## src/rtl/piso_pkg.sv

```systemverilog
// Shared definitions for the piso_ser parallel-in serial-out transmitter.
//   - state_e      : FSM state encoding (IDLE / SHIFT / GAP)
//   - GAP_CNT_W    : width of the inter-frame gap counter
//   - bit_cnt_w()  : bit-counter width for a given word width
package piso_pkg;

  typedef enum logic [1:0] {
    ST_IDLE  = 2'd0,
    ST_SHIFT = 2'd1,
    ST_GAP   = 2'd2
  } state_e;

  localparam int DEF_WIDTH     = 4;
  localparam int GAP_CNT_W     = 4;
  localparam int DEF_BIT_CNT_W = $clog2(DEF_WIDTH);

  function automatic int bit_cnt_w(input int width);
    return $clog2(width);
  endfunction

endpackage

```

## src/rtl/piso_ser_if.sv

```systemverilog
// Bus interface of piso_ser.
//   pi / pi_valid / pi_ready : parallel word handshake (source -> transmitter)
//   so / so_en / sof         : serial bit, bit-valid and start-of-frame strobes
//   busy                     : frame in progress, in gap, or word pending
// master = word source / serial sink, slave = the transmitter.
interface piso_ser_if #(
  parameter int WIDTH = 4
);
  logic [WIDTH-1:0] pi;
  logic             pi_valid;
  logic             pi_ready;
  logic             so;
  logic             so_en;
  logic             sof;
  logic             busy;

  modport master (
    output pi, pi_valid,
    input  pi_ready, so, so_en, sof, busy
  );

  modport slave (
    input  pi, pi_valid,
    output pi_ready, so, so_en, sof, busy
  );
endinterface

```

## src/rtl/piso_hold.sv

```systemverilog
// One-entry pending-word buffer for piso_ser.
// Ports:
//   clk, clr_n   : clock, synchronous active-low reset
//   pi, pi_valid : incoming word and its valid
//   pi_ready     : out, buffer can take a word (empty and not in reset)
//   take_direct  : in, a transfer this edge goes straight into the shifter
//   unload       : in, shifter consumes the held word this edge
//   xfer         : out, handshake completes this edge
//   hold_data    : out, buffered word
//   hold_full    : out, buffer occupied
module piso_hold #(
  parameter int WIDTH = 4
) (
  input  logic             clk,
  input  logic             clr_n,
  input  logic [WIDTH-1:0] pi,
  input  logic             pi_valid,
  output logic             pi_ready,
  input  logic             take_direct,
  input  logic             unload,
  output logic             xfer,
  output logic [WIDTH-1:0] hold_data,
  output logic             hold_full
);

  logic [WIDTH-1:0] hold_q, hold_d;
  logic             hold_full_q, hold_full_d;
  logic             load;

  // Ready never depends on the unload of the same edge, so a transfer and
  // an unload can never coincide.
  assign pi_ready = ~hold_full_q & clr_n;
  assign xfer     = pi_valid & pi_ready;

  always_comb begin
    load        = xfer & ~take_direct;
    hold_d      = load ? pi : hold_q;
    hold_full_d = hold_full_q;
    if (unload) hold_full_d = 1'b0;
    if (load)   hold_full_d = 1'b1;
  end

  always_ff @(posedge clk) begin
    if (!clr_n) hold_full_q <= 1'b0;
    else        hold_full_q <= hold_full_d;
    hold_q <= hold_d;
  end

  assign hold_data = hold_q;
  assign hold_full = hold_full_q;

endmodule

```

## src/rtl/piso_ser.sv

```systemverilog
// Parallel-in serial-out transmitter feeding a SIPO serial input.
// Accepts a WIDTH-bit word over a valid/ready handshake, buffers one pending
// word and shifts each word out one bit per clock, optionally followed by
// GAP idle cycles. With GAP=0 consecutive words stream without bubbles.
// Ports:
//   clk   : rising-edge clock
//   clr_n : synchronous active-low reset
//   bus   : piso_ser_if slave (pi/pi_valid/pi_ready, so/so_en/sof, busy)
module piso_ser
  import piso_pkg::*;
#(
  parameter int WIDTH     = 4,
  parameter int MSB_FIRST = 1,
  parameter int GAP       = 0
) (
  input  logic       clk,
  input  logic       clr_n,
  piso_ser_if.slave  bus
);

  localparam int                  CNT_W    = bit_cnt_w(WIDTH);
  localparam logic [CNT_W-1:0]    LAST_BIT = CNT_W'(WIDTH - 1);
  localparam logic [GAP_CNT_W-1:0] GAP_LAST = (GAP > 0) ? GAP_CNT_W'(GAP - 1) : '0;

  function automatic logic out_bit(input logic [WIDTH-1:0] s);
    return (MSB_FIRST != 0) ? s[WIDTH-1] : s[0];
  endfunction

  function automatic logic [WIDTH-1:0] shift_next(input logic [WIDTH-1:0] s);
    return (MSB_FIRST != 0) ? {s[WIDTH-2:0], 1'b0} : {1'b0, s[WIDTH-1:1]};
  endfunction

  state_e                state_q, state_d;
  logic [WIDTH-1:0]      shift_q, shift_d;
  logic [CNT_W-1:0]      cnt_q, cnt_d;
  logic [GAP_CNT_W-1:0]  gap_q, gap_d;
  logic                  so_q, so_d;
  logic                  so_en_q, so_en_d;
  logic                  sof_q, sof_d;

  logic                  xfer, hold_full, take_direct, unload;
  logic [WIDTH-1:0]      hold_data;
  logic                  last_bit, gap_done, frame_end;
  logic                  load_pi, shift_en;

  // frame_end marks an edge at which the next frame may begin: the last bit
  // when there is no gap, or the final gap cycle. A pending word wins over a
  // fresh transfer; a fresh transfer only goes direct when hold is empty.
  assign last_bit    = (state_q == ST_SHIFT) && (cnt_q == LAST_BIT);
  assign gap_done    = (state_q == ST_GAP) && (gap_q == GAP_LAST);
  assign frame_end   = (last_bit && (GAP == 0)) || gap_done;
  assign unload      = frame_end & hold_full;
  assign take_direct = (state_q == ST_IDLE) | (frame_end & ~hold_full);

  piso_hold #(.WIDTH(WIDTH)) u_hold (
    .clk         (clk),
    .clr_n       (clr_n),
    .pi          (bus.pi),
    .pi_valid    (bus.pi_valid),
    .pi_ready    (bus.pi_ready),
    .take_direct (take_direct),
    .unload      (unload),
    .xfer        (xfer),
    .hold_data   (hold_data),
    .hold_full   (hold_full)
  );

  // State register
  always_ff @(posedge clk) begin
    if (!clr_n) begin
      state_q <= ST_IDLE;
      cnt_q   <= '0;
      gap_q   <= '0;
      so_q    <= 1'b0;
      so_en_q <= 1'b0;
      sof_q   <= 1'b0;
    end else begin
      state_q <= state_d;
      cnt_q   <= cnt_d;
      gap_q   <= gap_d;
      so_q    <= so_d;
      so_en_q <= so_en_d;
      sof_q   <= sof_d;
    end
    shift_q <= shift_d;
  end

  // Next-state logic
  always_comb begin
    state_d  = state_q;
    load_pi  = 1'b0;
    shift_en = 1'b0;
    case (state_q)
      ST_IDLE: begin
        if (xfer) begin
          load_pi = 1'b1;
          state_d = ST_SHIFT;
        end
      end
      ST_SHIFT: begin
        if (!last_bit)    shift_en = 1'b1;
        else if (GAP > 0) state_d  = ST_GAP;
        else if (unload)  state_d  = ST_SHIFT;
        else if (xfer)    load_pi  = 1'b1;
        else              state_d  = ST_IDLE;
      end
      ST_GAP: begin
        if (gap_done) begin
          if (unload) begin
            state_d = ST_SHIFT;
          end else if (xfer) begin
            load_pi = 1'b1;
            state_d = ST_SHIFT;
          end else begin
            state_d = ST_IDLE;
          end
        end
      end
      default: state_d = ST_IDLE;
    endcase
  end

  // Datapath and registered-output logic: outputs are computed from the
  // next shifter/counter state so they line up with the cycle they describe.
  always_comb begin
    shift_d = shift_q;
    cnt_d   = cnt_q;
    if (load_pi) begin
      shift_d = bus.pi;
      cnt_d   = '0;
    end else if (unload) begin
      shift_d = hold_data;
      cnt_d   = '0;
    end else if (shift_en) begin
      shift_d = shift_next(shift_q);
      cnt_d   = cnt_q + 1'b1;
    end

    if ((state_q == ST_GAP) && !gap_done) gap_d = gap_q + 1'b1;
    else                                   gap_d = '0;

    so_en_d = (state_d == ST_SHIFT);
    sof_d   = so_en_d && (cnt_d == '0);
    so_d    = so_en_d & out_bit(shift_d);
  end

  assign bus.so    = so_q;
  assign bus.so_en = so_en_q;
  assign bus.sof   = sof_q;
  assign bus.busy  = (state_q != ST_IDLE) | hold_full;

endmodule

```

## src/flat_wrapper.sv

```systemverilog
// flat-port wrapper written by rule: the top's interface ports become plain ports
module piso_ser_flat import piso_pkg::*;
#(
  parameter int WIDTH     = 4,
  parameter int MSB_FIRST = 1,
  parameter int GAP       = 0
)
  (clk, clr_n, bus_pi, bus_pi_valid, bus_pi_ready, bus_so, bus_so_en, bus_sof, bus_busy);
  piso_ser_if #(.WIDTH(WIDTH)) bus_i ();
  input  logic clk;
  input  logic clr_n;
  input wire logic [$bits(bus_i.pi)-1:0] bus_pi;
  input wire logic [$bits(bus_i.pi_valid)-1:0] bus_pi_valid;
  output wire logic [$bits(bus_i.pi_ready)-1:0] bus_pi_ready;
  output wire logic [$bits(bus_i.so)-1:0] bus_so;
  output wire logic [$bits(bus_i.so_en)-1:0] bus_so_en;
  output wire logic [$bits(bus_i.sof)-1:0] bus_sof;
  output wire logic [$bits(bus_i.busy)-1:0] bus_busy;
  assign bus_i.pi = bus_pi;
  assign bus_i.pi_valid = bus_pi_valid;
  assign bus_pi_ready = bus_i.pi_ready;
  assign bus_so = bus_i.so;
  assign bus_so_en = bus_i.so_en;
  assign bus_sof = bus_i.sof;
  assign bus_busy = bus_i.busy;
  piso_ser #(.WIDTH(WIDTH), .MSB_FIRST(MSB_FIRST), .GAP(GAP)) u_core (.clk(clk), .clr_n(clr_n), .bus(bus_i));
endmodule
```

## config.mk

```make
export PLATFORM = sky130hd
export DESIGN_NAME = piso_ser_flat
export DESIGN_NICKNAME = d
export VERILOG_FILES = /design/src/rtl/piso_pkg.sv /design/src/rtl/piso_ser_if.sv /design/src/rtl/piso_hold.sv /design/src/rtl/piso_ser.sv /design/src/flat_wrapper.sv
export SDC_FILE = /design/constraint.sdc
export NUM_CORES = 1
export LEC_CHECK = 0
export ABC_AREA = 1
export BUFFER_PORTS_ARGS = -buffer_cell sky130_fd_sc_hd__clkbuf_2
export CELL_PAD_IN_SITES_DETAIL_PLACEMENT = 0
export CELL_PAD_IN_SITES_GLOBAL_PLACEMENT = 2
export CORE_MARGIN = 2
export CORE_UTILIZATION = 39
export CTS_BUF_LIST = sky130_fd_sc_hd__clkbuf_4
export CTS_CLUSTER_SIZE = 14
export DETAILED_ROUTE_END_ITERATION = 10
export PLACE_DENSITY_LB_ADDON = 0.1
export SLEW_MARGIN = 20
export SYNTH_ARGS = -nofsm -noshare
export SYNTH_HDL_FRONTEND = slang
export SYNTH_SLANG_ARGS = --single-unit
```

## constraint.sdc

```tcl
create_clock -name clk -period 4.4 [get_ports clk]
set_clock_uncertainty 0.15 [all_clocks]
set_input_delay 0.44 -clock clk [delete_from_list [all_inputs] [get_ports clk]]
set_output_delay 0.44 -clock clk [all_outputs]
set_load 0.01 [all_outputs]
```

==> flow_summary.toml, run 1 <==
[pwr]
ir_drop_v = 0.000260
p_int_uw = 320
clock_power_share = 0.346
power.share.switching = 0.233
pwr-share-comb = 0.152
power_density_mw_per_mm2 = 341
switching_power_uw = 97.1
leakagePower_uw = 0.000585
seq_power_share = 0.502

[yosys]
synth_edf_count = 7
synthFlopType = "dfxtp_1"
avgSynthCellArea_um2 = 8.56
async_flop_share = 0
yosys_warnings = 0
syn_area_mm2 = 0.00109
synth-seq-cells = 20
syn_inst = 127
synth.largest_area_cell = "dfxtp_1"
ys_types = 26
synth_top_area_frac = 0.239
yosys-top-cells-area = "dfxtp_1 (24%), edfxtp_1 (19%), nand2_1 (8.3%)"
ys_seq_area_frac = 0.433
synth_fp_nets = 141

[worst_setup_path]
crit_type = "reg2reg"
end_kind = "register"
cp.required_ps = 4190
slowest_delay_ps = 420
start_kind = "register"
crit_top_cell = "inv_1"
rr_endpoint = "u_core.u_hold.hold_data[2]"
regToRegSetupSlack_ps = 2460
endpoint = "u_core.u_hold.hold_data[2]"
reg2reg_from = "u_core.state_q[0]"
crit_chain = "inv_1, ha_1, inv_1, nand3_1, nor2_1"
cpMaxStageDelayCell = "nor2_1"
critPathArrivalTime_ps = 1730
cp-startpoint = "u_core.state_q[0]"
reg2regPathDepth = 5
worstPathMaxFanout = 4

[sta]
min_period_ps = 1940
relSlewSlack = 0.668
rsz0062_at_grt = "false"
hold_viol = 0
fmaxAchievable_mhz = 516
maxSlewViolCount = 0
fin_crit_sh = 0.441
worst_pin_slew_ps = 496
setup_viol = 0
setup_tns_ps = 0

[route]
drt_iter0_drc = 23
dr.pass1.iters = 4
drc = 0
dr_total_vias = 801
routed_via_density = 4.66
route.antenna.remaining_nets = 0
avgRoutedWirePerCell_um = 11.7
totalWireLength_um = 2020

[grt]
grt_max_degree = 13
antenna_found_initial = 0
overflow = 0
grt_pass1_vias = 775
grt_pass1_wl_um = 3550
grt_use_total = 0.142

[clock_network]
clock_path_buffers = 2
post_cts_resized = 0
cts_tree = "built"
cts_hold_buf = 0
insertion_delay_ps = 290
cts_root_buf = "clkbuf_4"
post_cts_buffers = 0
clkSinkCount = 20
h-tree-depth = 1
clk_pin_slew_ps = 110
cts_made_buffers = 3

[floorplan]
start_util = 0.401
core_mm2 = 0.00271
die-area_mm2 = 0.00323
pin_count = 12
core.rowCount = 19
dieHeight_um = 56.8
dieWidth_um = 56.8

[finish]
final_area_mm2 = 0.00122
areaGrowthSynthToFinish_pct = 12.4
num_antenna_cells = 0
finalNetCount = 156
drive_gt1_frac = 0.255
fillCellCount = 268

[placement]
port_buffers = 11
gp_congestion = 0.825
hpwl_um = 1650
placed_area_mm2 = 0.00117

[hold_path]
hold_class = "in2reg"

[job]
max-cap-violations = 0

[outcome]
status = "completed"
==> cell usage in the layout (no fill, tap or decap), types with 2 or more instances in the layout <==
master    count
nor2_2        2
nand2_4       4
clkbuf_4      3
ha_1          7
nand3_2       2
nand3_1      11
dfxtp_1      13
xor2_1        2
edfxtp_1      7
o21ai_0       2
nor2_1       17
a21oi_1       4
inv_1        13
inv_2         2
clkbuf_2     11
nand2_2       6
nand2_1      24
==> critical path: cells and delay by family, from the launching register on <==
family	cells	cell delay [ps]
buffers and inverters	2	250
adders and majority gates	1	250
and+or+nand+nor	2	540
DFF	1	400
==> cells by family after synthesis <==
logic type	Yosys count	synth area share
buf+inv	17	0.0679
flops	20	0.433
simple gates	71	0.345
compound gates	9	0.0495
xor+xnor	3	0.0242
fa+ha+maj	7	0.0805
==> per-layer routing <==
layer,vias up,GRT usage,part of all wire
li1,431,-,-
met1,363,0.178,0.47
met2,5,0.246,0.50
met3,2,0.0438,0.020
met4,0,0.0199,0.0064
met5,-,0,0
==> state kept, by name, summed over array words and instances (netlist names) <==
register and count:
u_core.bus.so 1, u_core.u_hold.hold_data 4, u_core.shift_q 4, u_core.bus.so_en 1
u_core.cnt_q 2, u_core.gap_q 4, u_core.state_q 2, u_core.bus.sof 1
u_core.u_hold.hold_full 1
==> metrics by stage <==
step | hold slack [ps] | total power (uW) | setup WS [ps] | cells | utilization
final | 182 | 417 | 2460 | 172 | 0.451
after global routing | 161 | 441 | 2360 | 172 | 0.451
after CTS | 172 | 424 | 2460 | 172 | 0.451
after detailed placement | 307 | 277 | 2480 | 168 | 0.432
after global placement | 301 | 278 | 2490 | 168 | 0.432
after floorplan | 280 | 259 | 2790 | 127 | -
==> power groups by stage <==
stage | clock (uW) | combinational (uW) | sequential [uW]
floorplan | 0 | 45.4 | 213
global placement | 0 | 64.6 | 214
detailed placement | 0 | 63.5 | 214
CTS | 150 | 64.0 | 209
global route | 158 | 72.5 | 210
finish | 144 | 63.2 | 209
==> synthesized netlist by cell type, types with 4 or more instances <==
master / count
nand2_2: 6
nand2_1: 24
ha_1: 7
nand3_1: 11
nor2_1: 17
nand2_4: 4
a21oi_1: 4
edfxtp_1: 7
dfxtp_1: 13
inv_1: 13
==> area by class of cell <==
cell class	count	area [um2]	area share
flip-flops and latches	20	470	0.385
repair buffers	11	55.1	0.0450
clock buffers	3	22.5	0.0184
inverters	16	62.6	0.0512
clock inverters	1	30.0	0.0246
multi-input cells	90	543	0.444
well taps	31	38.8	0.0317
==> worst min-delay path by stage <==
stage / start / end / cells after the start
6_report: bus_pi[3] / u_core.u_hold.hold_data[3] / 1
5_1_grt: bus_pi[3] / u_core.u_hold.hold_data[3] / 1
4_1_cts: bus_pi[3] / u_core.u_hold.hold_data[3] / 1
3_5_place_dp: u_core.gap_q[0] / u_core.gap_q[0] / 1
3_3_place_gp: u_core.gap_q[0] / u_core.gap_q[0] / 1
2_1_floorplan: u_core.gap_q[0] / u_core.gap_q[0] / 1
Note: power is estimated with default switching activity, not from simulation.
==> inputs of run 2 (changes only) <==
CORE_UTILIZATION = 32   (was 39)
clock period = 1.69 ns   (was 4.4 ns; I/O delays follow)
==> flow_summary.toml, run 2 (synthesis results as in run 1) <==
[sta]
fin_crit_sh = 0.972
worst_slack_ps = 48.1
min_period_ps = 1640
relSlewSlack = 0.708
rsz0062_at_grt = "true"
worst_pin_slew_ps = 437
maxSlewViolCount = 0
setup_tns_ps = 0
setup_viol = 0
fmaxAchievable_mhz = 609
hold_viol = 0

[floorplan]
pin_count = 12
core.rowCount = 21
core_mm2 = 0.00331
die-area_mm2 = 0.00388
dieWidth_um = 62.3
start_util = 0.328
dieHeight_um = 62.3

[clock_network]
clkSinkCount = 20
clock_path_buffers = 2
insertion_delay_ps = 300
clk_pin_slew_ps = 120
cts_tree = "built"
cts_made_buffers = 3
h-tree-depth = 1
cts_root_buf = "clkbuf_4"

[worst_setup_path]
cp.buffers_inverters = 1
start_kind = "register"
cpMaxStageDelayCell = "dfxtp_4"
worstPathMaxFanout = 8
crit_family = "simple AND/OR/NAND/NOR gates"
crit_chain = "inv_6, ha_4, nand2_4, a21oi_2, nand2_2, nand2_4, nand2_8, nor2_4, a21oi_2"
crit_type = "reg2reg"
slowest_delay_ps = 390
end_kind = "register"
critPathArrivalTime_ps = 1550
cp.required_ps = 1600

[finish]
drive_gt1_frac = 0.405
fillCellCount = 341
num_antenna_cells = 0
finalNetCount = 168
final_common_cell = "nand2_1"
layout.cells.non_filler = 199
areaGrowthSynthToFinish_pct = 34.1
final_cell_mix = "nand2_1 (23), nor2_1 (15), clkbuf_2 (11)"

[job]
max-cap-violations = 0

[pwr]
leakagePower_uw = 0.000666
power_density_mw_per_mm2 = 786
ir_drop_v = 0.000323

[route]
route.antenna.remaining_nets = 0
avgRoutedWirePerCell_um = 11.4
totalWireLength_um = 2260
routed_via_density = 4.36
drt_iter0_drc = 23
dr_total_vias = 867
drc = 0
dr.pass1.iters = 4

[placement]
port_buffers = 11
pre_cts_ws_ps = -83.9
dp_cells = 190
gp_congestion = 0.810
hpwl_um = 1770

[grt]
grt_use_total = 0.126
grt_pass1_wl_um = 3860
grt_pass1_vias = 865
grt_max_degree = 13
antenna_found_initial = 0
overflow = 0

[hold_path]
hold_class = "in2reg"

[outcome]
status = "completed"
run 2: cell types whose count changed in the layout (fill, tap and decap cells not counted), moves of 3 or more:
cell           delta
dlygate4sd3_1     +4
dfxtp_1           -5
buf_4             +8
inv_1             -3
dfxtp_2           +3
ha_4              +4
ha_1              -4
run 2: what timing repair did:
action	4_1_cts	5_1_grt
hold endpoints to repair	4	0
buffers inserted	0	1
pin swaps	1	7
hold buffers	4	0
gates resized for setup	11	20
endpoints found under the setup margin	8	9
run 2: area by class of cell:
type | instances | area, um2 | share of cell area
Multi-Input combinational cell | 90 | 641 | 0.439
Timing Repair Buffer | 23 | 155 | 0.106
Inverter | 16 | 70.1 | 0.0481
Clock inverter | 1 | 30.0 | 0.0206
Sequential cell | 20 | 482 | 0.330
Tap cell | 46 | 57.6 | 0.0395
Clock buffer | 3 | 22.5 | 0.0155
run 2: metrics by stage:
step	utilization	total power (uW)	instance area (um2)	hold WS (ps)
after floorplan	-	673	1090	118
after global placement	0.375	736	1240	212
after detailed placement	0.375	735	1240	215
after CTS	0.414	1140	1370	97.7
after global routing	0.440	1220	1460	93.3
final	0.440	1150	1460	101
run 2: power by group:
part / switching, uW / leakage (uW) / internal, uW / total [uW]
registers: 16.8 / 0.000174 / 530 / 547
logic: 119 / 0.000463 / 92.5 / 212
clock network: 148 / 0.0000279 / 240 / 387
run 2: worst min-delay path: cells and delay by family:
kind / cells / cell delay (ps)
buffers and inverters: 1 / 130
AND/OR/NAND/NOR: 1 / 130
AO/OA/AOI/OAI: 1 / 80
run 2: path summary, 6_finish.rpt:
kind	slack (ps)	cells past startpoint	end	start
max	50	9	u_core.shift_q[1]	u_core.state_q[1]
min	100	3	u_core.u_hold.hold_full	bus_pi_valid
max reg2reg	50	9	u_core.shift_q[1]	u_core.state_q[1]
min reg2reg	360	2	u_core.gap_q[0]	u_core.gap_q[0]
run 2: routing by layer:
| layer | share of wire | track usage | vias to the layer above | wire length (um) |
|---|---|---|---|---|
| met4 | 0.0084 | 0.0500 | 0 | 19 |
| met1 | 0.48 | 0.156 | 395 | 1080 |
| met3 | 0.024 | 0.0254 | 2 | 55 |
| met2 | 0.49 | 0.216 | 9 | 1100 |
| met5 | 0 | 0 | - | 0 |
| li1 | - | - | 461 | - |
==> inputs of run 3 (changes only) <==
SETUP_SLACK_MARGIN = 0.05   (was not set)
==> flow_summary.toml, run 3 (synthesis results as in run 1) <==
[outcome]
status = "completed"

[route]
avgRoutedWirePerCell_um = 11.2
totalWireLength_um = 2250
dr.pass1.iters = 4
routed_via_density = 4.28
dr_total_vias = 860
drt_iter0_drc = 32
drc = 0
route.antenna.remaining_nets = 0

[clock_network]
clk_pin_slew_ps = 120
clkSinkCount = 20
cts_root_buf = "clkbuf_4"
h-tree-depth = 1
clock_path_buffers = 2
insertion_delay_ps = 300
cts_tree = "built"
cts_made_buffers = 3

[worst_setup_path]
crit_type = "reg2reg"
crit_top_cell = "nand2_4"
regToRegSetupSlack_ps = 80
cp.required_ps = 1750
crit_chain = "inv_6, ha_4, nand2_4, a21oi_2, nand2_2, nand2_4, buf_4, nand3b_1, nand2_1, nor2_1"
end_kind = "register"
slowest_delay_ps = 390
cpMaxStageDelayCell = "dfxtp_4"
crit_family = "simple AND/OR/NAND/NOR gates"
worstPathMaxFanout = 4
critPathArrivalTime_ps = 1670
cp.buffers_inverters = 2
start_kind = "register"

[sta]
worst_pin_slew_ps = 433
maxSlewViolCount = 0
rsz0062_at_grt = "true"
min_period_ps = 1610
worst_slack_ps = 75.8
fin_crit_sh = 0.955
relSlewSlack = 0.711
setup_viol = 0
hold_viol = 0
fmaxAchievable_mhz = 620

[grt]
grt_use_total = 0.128
overflow = 0
grt_max_degree = 13
antenna_found_initial = 0
grt_pass1_wl_um = 3920
grt_pass1_vias = 871

[finish]
multi_input_area_um2 = 642
final_common_cell = "nand2_1"
final_cell_mix = "nand2_1 (22), nor2_1 (15), inv_1 (11), clkbuf_2 (11)"
finalNetCount = 170
areaGrowthSynthToFinish_pct = 35.6
drive_gt1_frac = 0.406
fillCellCount = 342
num_antenna_cells = 0
fin_util = 0.445
regArea_um2 = 482

[placement]
hpwl_um = 1770
port_buffers = 11
pre_cts_ws_ps = -83.9
gp_congestion = 0.810

[hold_path]
hold_class = "in2reg"

[pwr]
power.total_uw = 1150
leakagePower_uw = 0.000674
power_density_mw_per_mm2 = 777
ir_drop_v = 0.000321

[floorplan]
pin_count = 12
start_util = 0.328
die-area_mm2 = 0.00388
core_mm2 = 0.00331
dieWidth_um = 62.3
dieHeight_um = 62.3
core.rowCount = 21

[job]
max-cap-violations = 0
## run 3: timing repair
| item | in CTS | in global routing |
|---|---|---|
| endpoints found under the hold margin | 4 | 0 |
| pin swaps | 2 | 2 |
| setup endpoints to repair | 14 | 10 |
| buffers inserted | 1 | 2 |
| hold buffers | 4 | 0 |
| gates resized for setup | 21 | 10 |
| cloned | 0 | 0 |
## run 3: final cells by class
cell class,count,share of cell area
inverters,16,0.0475
clock inverters,1,0.0204
well taps,46,0.0390
clock buffers,3,0.0153
multi-input cells,90,0.435
repair buffers,25,0.115
flip-flops and latches,20,0.327
## run 3: worst min-delay path, cell delays in order
cell	delay, ps
clkbuf_2	130
nand3_1	130
a211oi_1	80
## run 3: worst paths after layout
kind                                           endpoint               from  depth (start not counted)
worst max-delay path                      u_core.bus.so  u_core.state_q[1]                         10
worst min-delay path            u_core.u_hold.hold_full       bus_pi_valid                          3
worst max register to register            u_core.bus.so  u_core.state_q[1]                         10
worst min register to register          u_core.gap_q[0]    u_core.gap_q[0]                          2
## run 3: power by group
group	switching, uW	internal [uW]	total [uW]
combinational	119	93.0	212
clock	147	239	386
sequential	16.8	530	547
total	282	863	1150
## run 3: through the flow
step | hold slack (ps) | cell area (um2) | cells | TNS (ps)
5_1_grt | 93.3 | 1470 | 201 | -16.4
4_1_cts | 97.7 | 1430 | 199 | 0
6_report | 102 | 1470 | 201 | 0
3_5_place_dp | 215 | 1240 | 190 | -343
3_3_place_gp | 212 | 1240 | 190 | -466
2_1_floorplan | 118 | 1090 | 127 | 0
## run 3: layer usage
layer / global-route usage / vias to the layer above / wire length, um
met5: 0 / - / 0
met4: 0.0500 / 0 / 19
met3: 0.0254 / 2 / 52
met2: 0.219 / 7 / 1090
met1: 0.159 / 387 / 1090
li1: - / 464 / -
